==> src/rtl/pid_chn_scheduler.sv <==
// pid_chn_scheduler
//   Time-shares one PID core between NUM_CHN motor channels. Each channel
//   latches its latest RPM sample and a pending bit. A round-robin arbiter
//   picks one pending channel at a time and presents one data beat
//   (channel, feedback, reference) to the PID core. The scheduler then waits
//   for that channel's result or for a timeout before issuing the next beat.
//
// Ports
//   clk, rstn        clock, asynchronous active-low reset
//   rpm_valid_i/_data_i  per-channel sample strobe and packed samples
//   tr_valid_i/_chn_i/_data_i  setpoint (reference) write
//   stop_i           per-channel stop, forces the issued reference to 0
//   tready_i         PID core accepts the current beat
//   data_*_o         beat to the PID core (valid/chn/fdb/ref)
//   u_valid_i/_chn_i PID result strobe and its channel
//   busy_o           FSM not idle
//   overrun_o        sticky, a sample was overwritten before it was issued
//   timeout_o        one-cycle pulse when a result wait expires
module pid_chn_scheduler #(
    parameter int DATA_WIDTH  = 16,
    parameter int NUM_CHN     = 4,
    parameter int CHN_WIDTH   = 3,
    parameter int TIMEOUT_CYC = 1024
) (
    input  logic                          clk,
    input  logic                          rstn,
    input  logic [NUM_CHN-1:0]            rpm_valid_i,
    input  logic [NUM_CHN*DATA_WIDTH-1:0] rpm_data_i,
    input  logic                          tr_valid_i,
    input  logic [CHN_WIDTH-1:0]          tr_chn_i,
    input  logic [DATA_WIDTH-1:0]         tr_data_i,
    input  logic [NUM_CHN-1:0]            stop_i,
    input  logic                          tready_i,
    output logic                          data_valid_o,
    output logic [CHN_WIDTH-1:0]          data_chn_o,
    output logic [DATA_WIDTH-1:0]         data_fdb_o,
    output logic [DATA_WIDTH-1:0]         data_ref_o,
    input  logic                          u_valid_i,
    input  logic [CHN_WIDTH-1:0]          u_chn_i,
    output logic                          busy_o,
    output logic [NUM_CHN-1:0]            overrun_o,
    output logic                          timeout_o
);
    localparam int IDX_W = (NUM_CHN > 1) ? $clog2(NUM_CHN) : 1;
    localparam int CNT_W = $clog2(TIMEOUT_CYC + 1);

    typedef enum logic [1:0] {IDLE, ISSUE, WAIT_U} state_e;

    state_e                               state_q;
    logic [IDX_W-1:0]                     grant_q, last_q;
    logic [IDX_W-1:0]                     rr_idx, rr_c;
    logic                                 rr_hit;
    logic [NUM_CHN-1:0]                   pend_q, pend_d, ovr_d;
    logic [NUM_CHN-1:0][DATA_WIDTH-1:0]   smp_q, smp_d, ref_q, ref_d;
    logic [CNT_W-1:0]                     cnt_q;
    logic                                 hshk, u_match;

    assign hshk    = (state_q == ISSUE) && data_valid_o && tready_i;
    // data_chn_o holds the granted channel for the whole beat lifetime
    assign u_match = (state_q == WAIT_U) && u_valid_i && (u_chn_i == data_chn_o);

    // Round-robin: scan downward so the candidate nearest last_grant+1 wins
    always_comb begin
        rr_hit = 1'b0;
        rr_idx = '0;
        rr_c   = '0;
        for (int i = NUM_CHN; i >= 1; i--) begin
            rr_c = IDX_W'((int'(last_q) + i) % NUM_CHN);
            if (pend_q[rr_c]) begin
                rr_hit = 1'b1;
                rr_idx = rr_c;
            end
        end
    end

    // Per-channel sample/pending/reference store
    always_comb begin
        pend_d = pend_q;
        ovr_d  = overrun_o;
        smp_d  = smp_q;
        ref_d  = ref_q;
        if (hshk) pend_d[grant_q] = 1'b0;
        for (int k = 0; k < NUM_CHN; k++) begin
            if (rpm_valid_i[k]) begin
                smp_d[k]  = rpm_data_i[k*DATA_WIDTH +: DATA_WIDTH];
                pend_d[k] = 1'b1;
                // a sample landing on the handshake edge is fresh, not an overrun
                if (pend_q[k] && !(hshk && grant_q == IDX_W'(k))) ovr_d[k] = 1'b1;
            end
        end
        if (tr_valid_i && (int'(tr_chn_i) < NUM_CHN)) ref_d[tr_chn_i[IDX_W-1:0]] = tr_data_i;
    end

    always_ff @(posedge clk or negedge rstn) begin
        if (!rstn) begin
            pend_q    <= '0;
            smp_q     <= '0;
            ref_q     <= '0;
            overrun_o <= '0;
        end else begin
            pend_q    <= pend_d;
            smp_q     <= smp_d;
            ref_q     <= ref_d;
            overrun_o <= ovr_d;
        end
    end

    // FSM with registered outputs. The beat payload is captured on ISSUE
    // entry, so later ref/stop changes cannot disturb a beat in flight.
    // WAIT_U lasts at most TIMEOUT_CYC cycles; timeout_o shows in the next one.
    always_ff @(posedge clk or negedge rstn) begin
        if (!rstn) begin
            state_q      <= IDLE;
            grant_q      <= '0;
            last_q       <= IDX_W'(NUM_CHN - 1);
            cnt_q        <= '0;
            data_valid_o <= 1'b0;
            data_chn_o   <= '0;
            data_fdb_o   <= '0;
            data_ref_o   <= '0;
            busy_o       <= 1'b0;
            timeout_o    <= 1'b0;
        end else begin
            timeout_o <= 1'b0;
            case (state_q)
                IDLE: begin
                    if (rr_hit) begin
                        state_q      <= ISSUE;
                        busy_o       <= 1'b1;
                        grant_q      <= rr_idx;
                        data_valid_o <= 1'b1;
                        data_chn_o   <= CHN_WIDTH'(rr_idx);
                        data_fdb_o   <= smp_q[rr_idx];
                        data_ref_o   <= stop_i[rr_idx] ? '0 : ref_q[rr_idx];
                    end
                end
                ISSUE: begin
                    if (tready_i) begin
                        state_q      <= WAIT_U;
                        data_valid_o <= 1'b0;
                        last_q       <= grant_q;
                        cnt_q        <= '0;
                    end
                end
                WAIT_U: begin
                    if (u_match) begin
                        state_q <= IDLE;
                        busy_o  <= 1'b0;
                    end else if (cnt_q == CNT_W'(TIMEOUT_CYC - 1)) begin
                        state_q   <= IDLE;
                        busy_o    <= 1'b0;
                        timeout_o <= 1'b1;
                    end else begin
                        cnt_q <= cnt_q + 1'b1;
                    end
                end
                default: begin
                    state_q <= IDLE;
                    busy_o  <= 1'b0;
                end
            endcase
        end
    end

endmodule

==> config.mk <==
export PLATFORM = sky130hd
export DESIGN_NAME = pid_chn_scheduler
export DESIGN_NICKNAME = d
export VERILOG_FILES = /design/src/rtl/pid_chn_scheduler.sv
export SDC_FILE = /design/constraint.sdc
export NUM_CORES = 1
export LEC_CHECK = 0
export BUFFER_PORTS_ARGS = -buffer_cell sky130_fd_sc_hd__buf_2
export CAP_MARGIN = 20
export CORE_ASPECT_RATIO = 0.9
export CORE_UTILIZATION = 45
export DETAILED_ROUTE_END_ITERATION = 8
export GPL_ROUTABILITY_DRIVEN = 0
export PLACE_DENSITY = 0.69
export SYNTH_ARGS = -nofsm -noshare
export SYNTH_HDL_FRONTEND = slang
export SYNTH_SLANG_ARGS = --single-unit
export TNS_END_PERCENT = 20
==> constraint.sdc <==
create_clock -name clk -period 1.8 [get_ports clk]
set_input_delay 0.27 -clock clk [delete_from_list [all_inputs] [get_ports clk]]
set_output_delay 0.27 -clock clk [all_outputs]
set_load 0.02 [all_outputs]
-- Word-level counts from Yosys, hierarchy flattened
Index checks and enable logic that the tools add are counted.
- word-level logic and storage cells: 143
- input bits: 99
- bits in registers: 188
- reductions and logical operators: 37
- mux-type cells: 51
- equal/unequal tests: 12
- bitwise logic cells: 3
- add/subtract/negate cells: 5
- order comparisons: 10
- operators with widths (cell ; number):
    binary-select mux 16 bit (select 2 bit) ; 2
    bitwise mux 64 bit ; 1
    two-way mux 16 bit ; 4
    two-way mux 11 bit ; 3
    demux 16 bit (select 2 bit) ; 1
    case mux 11 bit (2 select lines) ; 1
    < comparator 2 x 3 -> 1 bit, second input constant ; 7
    two-way mux 1 bit ; 21
    two-way mux 2 bit ; 8
    logical AND 1 bit ; 15
    AND reduction 2 bit ; 6
    nonzero test 2 bit ; 6
    adder 11 x 1 -> 11 bit, second input constant ; 1
    == test 11 x 10 -> 1 bit, second input constant ; 1
    binary-select mux 1 bit (select 2 bit) ; 5
    AND reduction 3 bit ; 3
    inequality test 2 bit, second input constant ; 4
    == test 2 bit, second input constant ; 3
    case mux 2 bit (3 select lines) ; 1
    adder 2 x 1 -> 2 bit, second input constant ; 2
    adder 2 bit, second input constant ; 2
    AND 4 bit ; 1
    == test 2 x 1 -> 1 bit, second input constant ; 2
    >= comparator 2 x 1 -> 1 bit, second input constant ; 2
    12 further kinds ; 16

-- Logic depth before layout (Yosys ltp)
- word-level depth: 10
- gate-level depth with buffers: 9
- mapped depth without buffers: 7

-- Worst setup path after synthesis
Ideal clock, no wire load.
- kind: register to register
- from: reg data_chn_o[1]
- to: reg busy_o
- period minus slack after synthesis: 1.895 ns
- library setup time: 0.134 ns
- buffers on the path: 3
- arrival: 1.761 ns
- stages on the path, launching flop included: 10
- required time: 1.666 ns
- path slack: -0.095 ns
- path through: dfrtp_1 > buf_2 > xor2_1 > o311ai_0 > nand2b_1 > buf_2 > buf_2 > nand2_1 > nand2_1 > nand2_1
- word-level cells in the longest chain between the ends: 4
- RTL lines (item ; RTL line ; RTL):
    start: declaration ; 35 ; output logic [CHN_WIDTH-1:0] data_chn_o,
    start signal: assignment ; 132 ; data_chn_o <= CHN_WIDTH'(rr_idx);
    == test 3 x 2 -> 1 bit * ; 60 ; assign u_match = (state_q == WAIT_U) && u_valid_i && (u_chn_i == data_chn_o);
    logical AND 1 bit * ; 60 ;
    inequality test 3 x 2 -> 1 bit (no source line) or two-way mux 1 bit (tied branches) ; n/a ;
    AND reduction 3 bit (no source line) or case mux 1 bit (3 select lines) (tied branches) ; n/a ;
    end signal: assignment ; 121 ; busy_o <= 1'b0;
    end signal: assignment ; 129 ; busy_o <= 1'b1;
    end signal: assignment ; 148 ; busy_o <= 1'b0;
    end: declaration ; 40 ; output logic busy_o,
Mark *: on every way between the ends. The rest lies on a longest branch, timed or not.
A chain may end at the register's enable or synchronous reset.

-- Final worst setup path
- from: reg last_q[0]
- to: reg data_ref_o[14]
- word-level cells in the longest chain between the ends: 10
- RTL lines (item ; RTL line ; RTL):
    start: declaration ; 50 ; logic [IDX_W-1:0] grant_q, last_q;
    start signal: assignment ; 115 ; last_q <= IDX_W'(NUM_CHN - 1);
    start signal: assignment ; 141 ; last_q <= grant_q;
    adder 2 x 1 -> 2 bit ; 68 ; rr_c = IDX_W'((int'(last_q) + i) % NUM_CHN);
    binary-select mux 1 bit (select 2 bit) ; 69 ; if (pend_q[rr_c]) begin
    two-way mux 1 bit (not written as such) ; 69 ;
    two-way mux 2 bit (4 in a row) ; 69 ;
    binary-select mux 16 bit (select 2 bit) or binary-select mux 1 bit (select 2 bit) (tied branches) ; 134 ; data_ref_o <= stop_i[rr_idx] ? '0 : ref_q[rr_idx];
    two-way mux 16 bit (not written as such) or two-way mux 1 bit (tied branches) ; 134 ;
    two-way mux 16 bit ; 134 ;
    end signal: assignment ; 134 ;
    end: declaration ; 37 ; output logic [DATA_WIDTH-1:0] data_ref_o,
Parallel ways exist; a longest one is shown, timed or not. The select of a mux whose other input is x is not followed.

==> results.py <==
metrics = {
    "finish": {
        "syn2layout_area_growth_pct": 25.54,
        "final_cell_area_mm2": 0.01025,
        "fillers": 1481,
        "final_layout_size_suffix_gt1_frac": 0.4359,
        "nets": 962,
        "final_core_util": 0.5802,
    },
    "setup_path": {
        "crit_slowest_cell": "dfstp_2",
        "endpoint": "data_ref_o[14]",
        "max_stage_delay_ns": 0.55,
        "crit_fanout": 8,
        "r2r-end": "data_ref_o[14]",
        "crit_chain": "nand2b_4 -> a21o_4 -> nand3_4 -> mux2_4 -> o2bb2ai_4 -> clkbuf_16 -> a32o_1",
        "cp.required_ns": 2.17,
        "reg2reg_depth": 7,
        "crit_start": "last_q[0]",
        "cp.arrival_ns": 2.27,
        "endpoint_kind": "flop",
        "reg2reg_slack_ns": -0.10,
        "worstSetupPathType": "reg -> reg",
        "cp-start-kind": "flop",
        "r2r_start": "last_q[0]",
    },
    "timing": {
        "setup_viol": 16,
        "fin_crit_ns": 1.904,
        "whs_ns": 0.06999,
        "hold_viol_final": 0,
        "worst_slack_ns": -0.1036,
        "finalClockSkew_ns": 0.01184,
        "drv_slew": 0,
        "fin_crit_sh": 1.058,
        "worst_pin_slew_ns": 0.5134,
        "fmax_ghz": 0.5253,
        "relSlewSlack": 0.6578,
        "rsz0062_at_grt": "true",
    },
    "pwr": {
        "p_switching_mw": 5.757,
        "cellInternalPower_mw": 9.967,
        "p_leak_nw": 4.731,
        "power_frac_seq": 0.360,
        "p_sw_frac": 0.3661,
        "power_mw": 15.72,
        "ir_drop_v": 0.0007903,
        "power.density_mw_per_mm2": 1534,
        "clockPowerShare": 0.221,
        "power.share.combinational": 0.419,
    },
    "synthesis": {
        "synth_area_leader_cell": "dfrtp_1",
        "synth_cell_types": 52,
        "netlist_top_cells_count": "186 x dfrtp_1, 158 x nand2_1, 130 x mux2_2",
        "synth_area_leaders": "dfrtp_1 57%, mux2_2 18%, nand2_1 7.3%, nand3_1 2.5%, a32o_1 2.0%",
        "yosysTopAreaCellShare": 0.5700,
        "synth_nets": 793,
        "ys_seq_elements": 188,
        "syn_area_per_cell_um2": 11.78,
        "yosysMostFrequentCell": "dfrtp_1",
        "seq_area_frac_synth": 0.5765,
        "yosys_warnings": 0,
        "syn_area_mm2": 0.008165,
        "syn_inst": 693,
        "ys.flop_type": "dfrtp_1",
        "ys_async_sr_fraction": 1.000,
        "synth_edf_count": 0,
    },
    "placement": {
        "hpwl_mm": 13.11,
        "port_buffers": 139,
        "placed_area_mm2": 0.009487,
        "dp_worst_setup_slack_ns": -0.1209,
    },
    "global_route": {
        "track_usage": 0.2203,
        "grt_pass1_vias": 5895,
        "grt_pass1_wl_mm": 31.06,
        "grt_overflow_total": 0,
        "grt_max_degree": 65,
        "antenna_found_initial": 3,
    },
    "floorplanning": {
        "io_pins": 141,
        "die_w_um": 144.0,
        "rows": 46,
        "die_h_um": 129.8,
        "core_mm2": 0.01767,
        "initial_core_util": 0.4621,
        "die_area_mm2": 0.01869,
    },
    "worst_hold_path": {
        "min_path_type": "in -> reg",
    },
    "routing": {
        "ant_nets": 0,
        "wl_mm": 19.77,
        "vias_per_cell": 5.305,
        "num_vias": 5931,
        "avgRoutedWirePerCell_um": 17.69,
        "drt_iter0_markers": 353,
        "drc": 0,
        "dr.pass1.iters": 5,
    },
    "outcome": {
        "status": "complete, but fails checks",
        "violations": "negative setup slack",
    },
    "clock_network": {
        "cts_tree": "done",
        "htreeDepth": 4,
        "clk_latency_ns": 0.43,
        "cts_root_buf": "clkbuf_16",
        "clkSlewWorstSetupHoldPaths_ns": 0.07,
        "clockBufferDepth": 2,
        "cts_buffers": 17,
        "clock_sinks": 188,
    },
    "flow_run": {
        "cap_viol_max_count": 0,
    },
}
==> layout make-up <==
class | count | area (µm²) | area share
sequential | 188 | 4710 | 0.4594
multi-input combinational | 457 | 3347 | 0.3265
timing repair buffer | 192 | 1319 | 0.1286
clock buffer | 20 | 456.7 | 0.04455
tap | 240 | 300.3 | 0.02929
clock inverter | 11 | 86.33 | 0.008422
inverter | 6 | 22.52 | 0.002197
antenna | 4 | 10.01 | 0.0009764
==> metal layers <==
metal	wire (µm)	GRT usage	part of all wire	up-vias
met2	9577	0.3581	0.48	128
met5	0	0	0	-
met4	338	0.08198	0.017	0
met3	810	0.03780	0.041	23
met1	9047	0.2972	0.46	3003
li1	-	-	-	2777
==> registers in the layout, indices dropped and copies added, names as in the netlist, 4 cells and up <==
| name | flops |
|---|---|
| smp_q | 64 |
| ref_q | 64 |
| data_ref_o | 16 |
| pend_q | 4 |
| cnt_q | 11 |
| data_fdb_o | 16 |
| overrun_o | 4 |
==> how the worst min path moves through the flow <==
stage | to | slack (ns) | cells after the start | start
after floorplan | busy_o | -0.03 | 0 | rstn
after global placement | smp_q[22] | 0.21 | 1 | rstn
after global routing | smp_q[11] | 0.06 | 2 | rpm_data_i[11]
after detailed placement | smp_q[22] | 0.21 | 1 | rstn
final | smp_q[15] | 0.07 | 2 | rpm_data_i[15]
after CTS | smp_q[15] | 0.05 | 2 | rpm_data_i[15]
==> worst max-delay path: cells and delay by family, from the launching register on <==
family                 cells  cell delay, ns
and+or+nand+nor            2            0.28
DFF                        1            0.55
muxes                      1            0.36
buffers and inverters      1            0.20
AOI/OAI and AO/OA          3            0.48
==> repair_timing <==
| action | 4_1_cts | 5_1_grt |
|---|---|---|
| pin swaps | 0 | 1 |
| endpoints found under the hold margin | 32 | 0 |
| resized for setup | 5 | 20 |
| setup endpoints to repair | 33 | 40 |
| buffers inserted | 0 | 4 |
| hold buffers | 1 | 0 |
| gates cloned | 0 | 2 |
==> cell usage in the layout (no fill, tap or decap), types with 5 or more instances in the layout <==
cell	instances
nand2_1	158
xnor2_1	5
a21oi_1	14
clkbuf_16	19
mux2_2	129
buf_12	13
buf_6	6
a221o_1	12
a32o_1	16
buf_2	138
inv_1	6
nor2_1	14
nor3_1	5
buf_4	32
dfrtp_1	184
nand3_1	41
==> power groups by stage <==
| stage | registers [mW] | clock network, mW | logic (mW) |
|---|---|---|---|
| 6_report | 5.66 | 3.47 | 6.59 |
| 5_1_grt | 5.76 | 3.70 | 7.17 |
| 4_1_cts | 5.64 | 3.57 | 6.27 |
| 3_5_place_dp | 5.70 | 0 | 6.20 |
| 3_3_place_gp | 5.68 | 0 | 6.05 |
| 2_1_floorplan | 5.99 | 0 | 3.49 |
==> stage by stage <==
stage               TNS [ns]  instances
finish                -1.414       1118
detailed placement    -2.914       1076
floorplan            -0.1644        693
global placement      -1.343       1076
global route          -2.927       1117
CTS                   -1.998       1108
==> kinds of logic (layout without fill, tap and decap cells) <==
kind of cell	Yosys count	in the layout	share of synthesized area
mux	134	134	0.1846
flops	188	188	0.5765
xor+xnor	7	7	0.007509
other cells	1	5	0.0004593
compound gates	73	73	0.07279
buf+inv	48	229	0.02681
simple gates	241	241	0.1298
fa+ha+maj	1	1	0.001532
Power figures use the tool's default switching activity.
